[config.mk]
export PLATFORM = sky130hd
export DESIGN_NAME = data_mem_rv32_flat
export DESIGN_NICKNAME = d
export VERILOG_FILES = /design/src/rtl/data_mem_rv32_if.sv /design/src/rtl/data_mem_rv32.sv /design/src/flat_wrapper.sv
export SDC_FILE = /design/constraint.sdc
export NUM_CORES = 2
export LEC_CHECK = 0
export CORE_MARGIN = 3
export CORE_UTILIZATION = 56
export DETAILED_ROUTE_END_ITERATION = 8
export PLACE_DENSITY = 0.71
export SYNTH_ARGS = -nofsm -noshare
export SYNTH_HDL_FRONTEND = slang
export SYNTH_SLANG_ARGS = --single-unit
[constraint.sdc]
create_clock -name clk -period 3.7 [get_ports clk]
set_input_delay 0.74 -clock clk [delete_from_list [all_inputs] [get_ports clk]]
set_output_delay 0.74 -clock clk [all_outputs]
set_load 0.01 [all_outputs]
[src/rtl/data_mem_rv32_if.sv]
// Load/store bus between the LSU (master) and the RV32I data memory (slave).
// Carries the request, byte address, store data and the registered load/fault response.
interface data_mem_rv32_if #(
  parameter int ADDR_WIDTH = 32
);
  logic                  req;
  logic                  write_en;
  logic [2:0]            funct3;
  logic [ADDR_WIDTH-1:0] addr;
  logic [31:0]           write_data;
  logic [31:0]           data;
  logic                  rvalid;
  logic                  fault;
  logic                  busy;

  modport master (
    output req, write_en, funct3, addr, write_data,
    input  data, rvalid, fault, busy
  );

  modport slave (
    input  req, write_en, funct3, addr, write_data,
    output data, rvalid, fault, busy
  );
endinterface

[src/rtl/data_mem_rv32.sv]
// Byte-addressable RV32I data memory: sub-word load/store with extension, registered
// load response, misaligned/illegal-access fault pulse and a sequenced clear after reset.
module data_mem_rv32 #(
  parameter int DEPTH      = 64,
  parameter int ADDR_WIDTH = 32
) (
  input logic            clk,
  input logic            rst,
  data_mem_rv32_if.slave bus
);
  localparam int IDX_W = $clog2(DEPTH);

  typedef enum logic {CLEAR, READY} state_t;

  state_t                state;
  logic [IDX_W-1:0]      clr_idx;
  logic [31:0]           mem [DEPTH];
  logic [31:0]           data_q;
  logic                  rvalid_q;
  logic                  fault_q;
  logic                  busy_q;

  logic [ADDR_WIDTH-1:0] addr;
  logic [IDX_W-1:0]      word_idx;
  logic [1:0]            lane;
  logic                  legal;
  logic                  misaligned;
  logic                  accept;
  logic                  bad;
  logic                  do_store;
  logic                  do_load;
  logic [3:0]            be;
  logic [31:0]           wdata;
  logic [31:0]           rd_word;
  logic [7:0]            rd_byte;
  logic [15:0]           rd_half;
  logic [31:0]           load_val;

  assign addr     = bus.addr;
  assign word_idx = addr[IDX_W+1:2];
  assign lane     = addr[1:0];

  // Address bits above the word index wrap and are intentionally ignored.
  if (ADDR_WIDTH > IDX_W + 2) begin : g_addr_hi
    logic unused_addr_hi;
    assign unused_addr_hi = ^addr[ADDR_WIDTH-1:IDX_W+2];
  end

  always_comb begin
    legal = 1'b0;
    case (bus.funct3)
      3'b000, 3'b001, 3'b010: legal = 1'b1;
      3'b100, 3'b101:         legal = !bus.write_en;
      default:                legal = 1'b0;
    endcase
    misaligned = (bus.funct3[1:0] == 2'b01 && addr[0]) ||
                 (bus.funct3[1:0] == 2'b10 && lane != 2'b00);
    accept   = (state == READY) && bus.req;
    bad      = accept && (!legal || misaligned);
    do_store = accept && legal && !misaligned && bus.write_en;
    do_load  = accept && legal && !misaligned && !bus.write_en;
  end

  always_comb begin
    be    = 4'b1111;
    wdata = bus.write_data;
    case (bus.funct3[1:0])
      2'b00: begin
        be    = 4'b0001 << lane;
        wdata = {4{bus.write_data[7:0]}};
      end
      2'b01: begin
        be    = addr[1] ? 4'b1100 : 4'b0011;
        wdata = {2{bus.write_data[15:0]}};
      end
      default: begin
        be    = 4'b1111;
        wdata = bus.write_data;
      end
    endcase
  end

  always_comb begin
    rd_word = mem[word_idx];
    rd_byte = rd_word[7:0];
    case (lane)
      2'd0:    rd_byte = rd_word[7:0];
      2'd1:    rd_byte = rd_word[15:8];
      2'd2:    rd_byte = rd_word[23:16];
      default: rd_byte = rd_word[31:24];
    endcase
    rd_half = addr[1] ? rd_word[31:16] : rd_word[15:0];
    case (bus.funct3)
      3'b000:  load_val = {{24{rd_byte[7]}}, rd_byte};
      3'b001:  load_val = {{16{rd_half[15]}}, rd_half};
      3'b100:  load_val = {24'h000000, rd_byte};
      3'b101:  load_val = {16'h0000, rd_half};
      default: load_val = rd_word;
    endcase
  end

  always_ff @(posedge clk or posedge rst) begin
    if (rst) begin
      state    <= CLEAR;
      clr_idx  <= '0;
      busy_q   <= 1'b1;
      data_q   <= '0;
      rvalid_q <= 1'b0;
      fault_q  <= 1'b0;
    end else begin
      rvalid_q <= 1'b0;
      fault_q  <= 1'b0;
      case (state)
        CLEAR: begin
          clr_idx <= clr_idx + IDX_W'(1);
          if (clr_idx == IDX_W'(DEPTH - 1)) begin
            state  <= READY;
            busy_q <= 1'b0;
          end
        end
        default: begin
          if (bad) begin
            fault_q <= 1'b1;
          end else if (do_load) begin
            rvalid_q <= 1'b1;
            data_q   <= load_val;
          end
        end
      endcase
    end
  end

  // Gated on the registered state rather than rst: while rst is held the state is
  // already CLEAR with index 0, so word 0 is re-zeroed, which the sequence does anyway.
  always_ff @(posedge clk) begin
    if (state == CLEAR) begin
      mem[clr_idx] <= '0;
    end else if (do_store) begin
      for (int unsigned i = 0; i < 4; i++) begin
        if (be[i]) mem[word_idx][8*i +: 8] <= wdata[8*i +: 8];
      end
    end
  end

  assign bus.data   = data_q;
  assign bus.rvalid = rvalid_q;
  assign bus.fault  = fault_q;
  assign bus.busy   = busy_q;
endmodule
[src/flat_wrapper.sv]
// flat-port wrapper written by rule: the top's interface ports become plain ports
module data_mem_rv32_flat 
#(
  parameter int DEPTH      = 64,
  parameter int ADDR_WIDTH = 32
)
  (clk, rst, bus_req, bus_write_en, bus_funct3, bus_addr, bus_write_data, bus_data, bus_rvalid, bus_fault, bus_busy);
  data_mem_rv32_if #(.ADDR_WIDTH(ADDR_WIDTH)) bus_i ();
  input logic clk;
  input logic rst;
  input wire logic [$bits(bus_i.req)-1:0] bus_req;
  input wire logic [$bits(bus_i.write_en)-1:0] bus_write_en;
  input wire logic [$bits(bus_i.funct3)-1:0] bus_funct3;
  input wire logic [$bits(bus_i.addr)-1:0] bus_addr;
  input wire logic [$bits(bus_i.write_data)-1:0] bus_write_data;
  output wire logic [$bits(bus_i.data)-1:0] bus_data;
  output wire logic [$bits(bus_i.rvalid)-1:0] bus_rvalid;
  output wire logic [$bits(bus_i.fault)-1:0] bus_fault;
  output wire logic [$bits(bus_i.busy)-1:0] bus_busy;
  assign bus_i.req = bus_req;
  assign bus_i.write_en = bus_write_en;
  assign bus_i.funct3 = bus_funct3;
  assign bus_i.addr = bus_addr;
  assign bus_i.write_data = bus_write_data;
  assign bus_data = bus_i.data;
  assign bus_rvalid = bus_i.rvalid;
  assign bus_fault = bus_i.fault;
  assign bus_busy = bus_i.busy;
  data_mem_rv32 #(.DEPTH(DEPTH), .ADDR_WIDTH(ADDR_WIDTH)) u_core (.clk(clk), .rst(rst), .bus(bus_i));
endmodule
==> results.md <==
- Share of layout cells above drive strength 1: a little under a third
- DRT Pass-1 Iters: 5
- RSZ-0062 raised after global routing: no
- Predominant post-synthesis flop cell: edfxtp_1
- Hold Path Stages: 3
- GPL Wtd Cong: between 0.8 and 0.9
- Clock insertion delay at the later pin of the skew report: roughly 0.83 ns
- Min Hold Slack: about 0.35 ns
- Synth Area in Compound Gates: roughly 3.2%
- Detailed Place HPWL: between 100000 and 150000 um
- Synth warn: 0
- Yosys reg bits: 2090
- Area contributors post-synth: edfxtp_1 (75%), mux4_2 (14%), nor2_1 (1.6%), a22oi_1 (1.6%), dfrtp_1 (1.3%)
- Starting Density: 56.6%
- Largest family of logic cells by synthesized area: multiplexers
- WP data arrival: ~3.9 ns
- Hold-fix buffers, CTS: 0
- Global-route wire length before repair: 298000 um
- Hold Crit Class: in2reg
- Clock sink count: between 2000 and 2500
- GR Overflow Total: 0
- Final hold vios: 0
- Reg2reg end: u_core.mem[61][25]$_DFFE_PP_
- Clk root buf: clkbuf_16
- Register area: 62600 um2
- Total track usage: 27.4%
- Crit end category: flip-flop
- Syn Area/Cell: just over 20 um2
- Tcrit/Tclk final: 93.1%
- Chip width: ~390 um
- Top cells by count, synth: edfxtp_1 (2048), mux4_2 (508), nor2_1 (356)
- Initial antenna violation count: 4
- Pin slew with the least headroom to its limit: approximately 1 ns
- Syn Std Cell Area: between 80000 and 90000 um2
- Core ar.: roughly 140000 um2
- Worst Path Max Fanout: 24
- Initial DRC Count: between 5000 and 6000
- Antenna Violating Nets Remaining: 0
- Synth area leader: edfxtp_1
- CP startpoint kind: input port
- I/O Pins: 106
- Slew Viols, Final: 0
- Worst slack, placed: -0.864 ns
- CTS max path bufs: 3
- Critical path buffers and inverters: 3
- Mapped Nets: between 3000 and 4000
- Most used cell, CP: nor2_1
- Via count: 42800
- Postcts setup bufs: 0
- Nets: approximately 4700
- Die area: between 150000 and 200000 um2
- Worst endpoint required time: 4.13 ns
- Asr flop ratio synth: between 2 and 2.5%
- IO buf count: roughly 80
- Cell family with most CP delay: simple AND/OR/NAND/NOR gates
- Adder-cell area share of the yosys netlist: less than 1%
- Final WL: approximately 200000 um
- Synth Instances: slightly below 4000
- Synthesis-to-layout area growth: 18.0%
- EDFF count, synth: 2048
- Mux cell area share after synthesis: between 10% and 20%
- CTS H-tree depth: 4
- CTS tree: yes
- Max incr delay on CP: 0.70 ns
- Die Y: slightly below 400 um
- Yosys top cell area share: approximately three quarters
- Final cell count without fillers: around 6700
- Kind of critical path: in2reg
- Residual DRC: 0
- Fill cells: around 9100
- Num CTS Buffers: between 200 and 250
- Hold_sp: bus_funct3[1]
- Highest clock rate: between 200 and 300 MHz
- Dpl cells: 6294
- Power per cell area: 491 nW/um2
- Tmin final: approximately 3.4 ns
- Multi-input gate area: 18100 um2
- Worst vdd ir: 0.000429 V
- R2r setup slk: between 0.3 and 0.4 ns
- Setup_tns: 0 ns
- Slew Limit Headroom: approximately 33%
- Max-cap viol count: 0
- Xor/xnor share of the synthesized area: 0.0536%
- Critical Path Source: bus_funct3[2]
- Std-Cell Rows: 139
- Pin count of the biggest net entering global routing: between 60 and 70
- Cell leakage power: 0.0266 uW
- Vias per inst: ~6.4
- Skew final: a little over 0.03 ns
- Crit-path cells: clkdlybuf4s50_1 -> nor4_1 -> nor2_1 -> nor2_2 -> buf_12 -> and2_1 -> mux2i_1 -> nor2_1 -> nand2_1 -> buf_12 -> nor2_1
- Post-CTS Resized: 0
- Routed wire per std cell: just over 30 um
- Setup slack after layout: 0.256 ns
- Reg2reg path depth: 8
- Yosys cell types: 59
- Outcome: completed
- Simple-Gate Fraction of Synth Area: 3.02%
- Most numerous cell in the Yosys netlist: edfxtp_1
- # setup viols final: 0
- Worst hold endpoint: u_core.bus.fault$_DFF_PP0_
- Worst r2r src: u_core.state$_DFF_PP0_
- Worst-path clk slew: roughly 0.060 ns
- Vias in the first global route: 43100
- Crit path max-delay cell type: nor2_1
- Seq/Total Area, Yosys: roughly 77%
area by class of cell:
| cell class | instances | area share [%] |
|---|---|---|
| flip-flops and latches | 2090 | 64.9 |
| clock inverters | 103 | 0.995 |
| clock buffers | 270 | 5.68 |
| multi-input cells | 1594 | 18.8 |
| well taps | 1903 | 2.47 |
| inverters | 12 | 0.0468 |
| repair buffers | 695 | 7.09 |
| diodes | 1 | 0.00260 |
worst register-to-register path, stage by stage, from the launching register on:
cell	delay, ns
dfrtp_1	0.51
nand2_1	0.18
nor2_2	0.06
buf_12	0.14
and2_1	0.26
o31ai_2	0.80
nand2_1	0.22
buf_12	0.21
nor2_1	0.59
per-stage QoR:
step                instance area [um2]  util, %  power, uW
floorplan                         81700        -      27000
global placement                  89900     62.4      27700
detailed placement                89900     62.4      27800
CTS                               96300     66.8      47600
global route                      96300     66.8      48500
finish                            96300     66.8      47300
cell usage in the layout (no fill, tap or decap), types with 9 or more instances in the layout:
cell,Yosys,final
nand2b_1,13,13
a211oi_1,14,14
mux4_2,508,508
mux4_1,9,9
a22oi_1,172,172
nand3_1,17,15
clkinv_2,0,37
clkbuf_1,107,56
nor2b_1,12,10
a21oi_1,141,133
nand2_1,100,96
mux2_2,10,10
clkinv_1,2,33
clkdlybuf4s50_1,0,76
dfrtp_1,41,41
edfxtp_1,2048,2048
mux2i_1,87,87
bufinv_16,0,16
nor2_1,356,339
buf_12,0,113
clkbuf_16,0,206
o21ai_0,14,14
nor2_4,0,17
o21ai_1,11,11
nor4_2,10,10
nor3_1,31,31
buf_4,22,502
sequential cells by signal, summed over array words and instances, names as in the netlist:
signal / cells
u_core.bus.busy: 1
u_core.state: 1
u_core.bus.fault: 1
u_core.mem: 2048
u_core.bus.rvalid: 1
u_core.bus.data: 32
u_core.clr_idx: 6
how the worst max path moves through the flow:
stage	depth (start not counted)	endpoint
after global placement	10	u_core.mem[29][21]$_DFFE_PP_
after detailed placement	10	u_core.mem[61][25]$_DFFE_PP_
after global routing	12	u_core.mem[56][7]$_DFFE_PP_
after CTS	10	u_core.mem[61][25]$_DFFE_PP_
final	11	u_core.mem[31][17]$_DFFE_PP_
after floorplan	9	u_core.mem[0][12]$_DFFE_PP_
kinds of logic (layout without fill, tap and decap cells):
family / after synthesis / after routing
compound gates: 399 / 399
mux: 614 / 614
fa+ha+maj: 1 / 1
xor+xnor: 5 / 5
other cells: 0 / 1
simple gates: 575 / 575
flops: 2090 / 2090
buf+inv: 243 / 1080
layer usage:
layer | GRT usage (%) | vias to the layer above | routed length [um]
met3 | 7.93 | 370 | 22500
li1 | - | 17700 | -
met4 | 8.18 | 2 | 5870
met2 | 41.5 | 2392 | 95100
met1 | 39.3 | 22400 | 80100
met5 | 0 | - | 13
power by group:
| part | internal (uW) | total (uW) | leakage (uW) | switching [uW] |
|---|---|---|---|---|
| logic | 669 | 1690 | 0.00864 | 1020 |
| clock network | 11500 | 20000 | 0.00314 | 8540 |
| registers | 25600 | 25600 | 0.0148 | 0 |
Power figures use the tool's default switching activity.
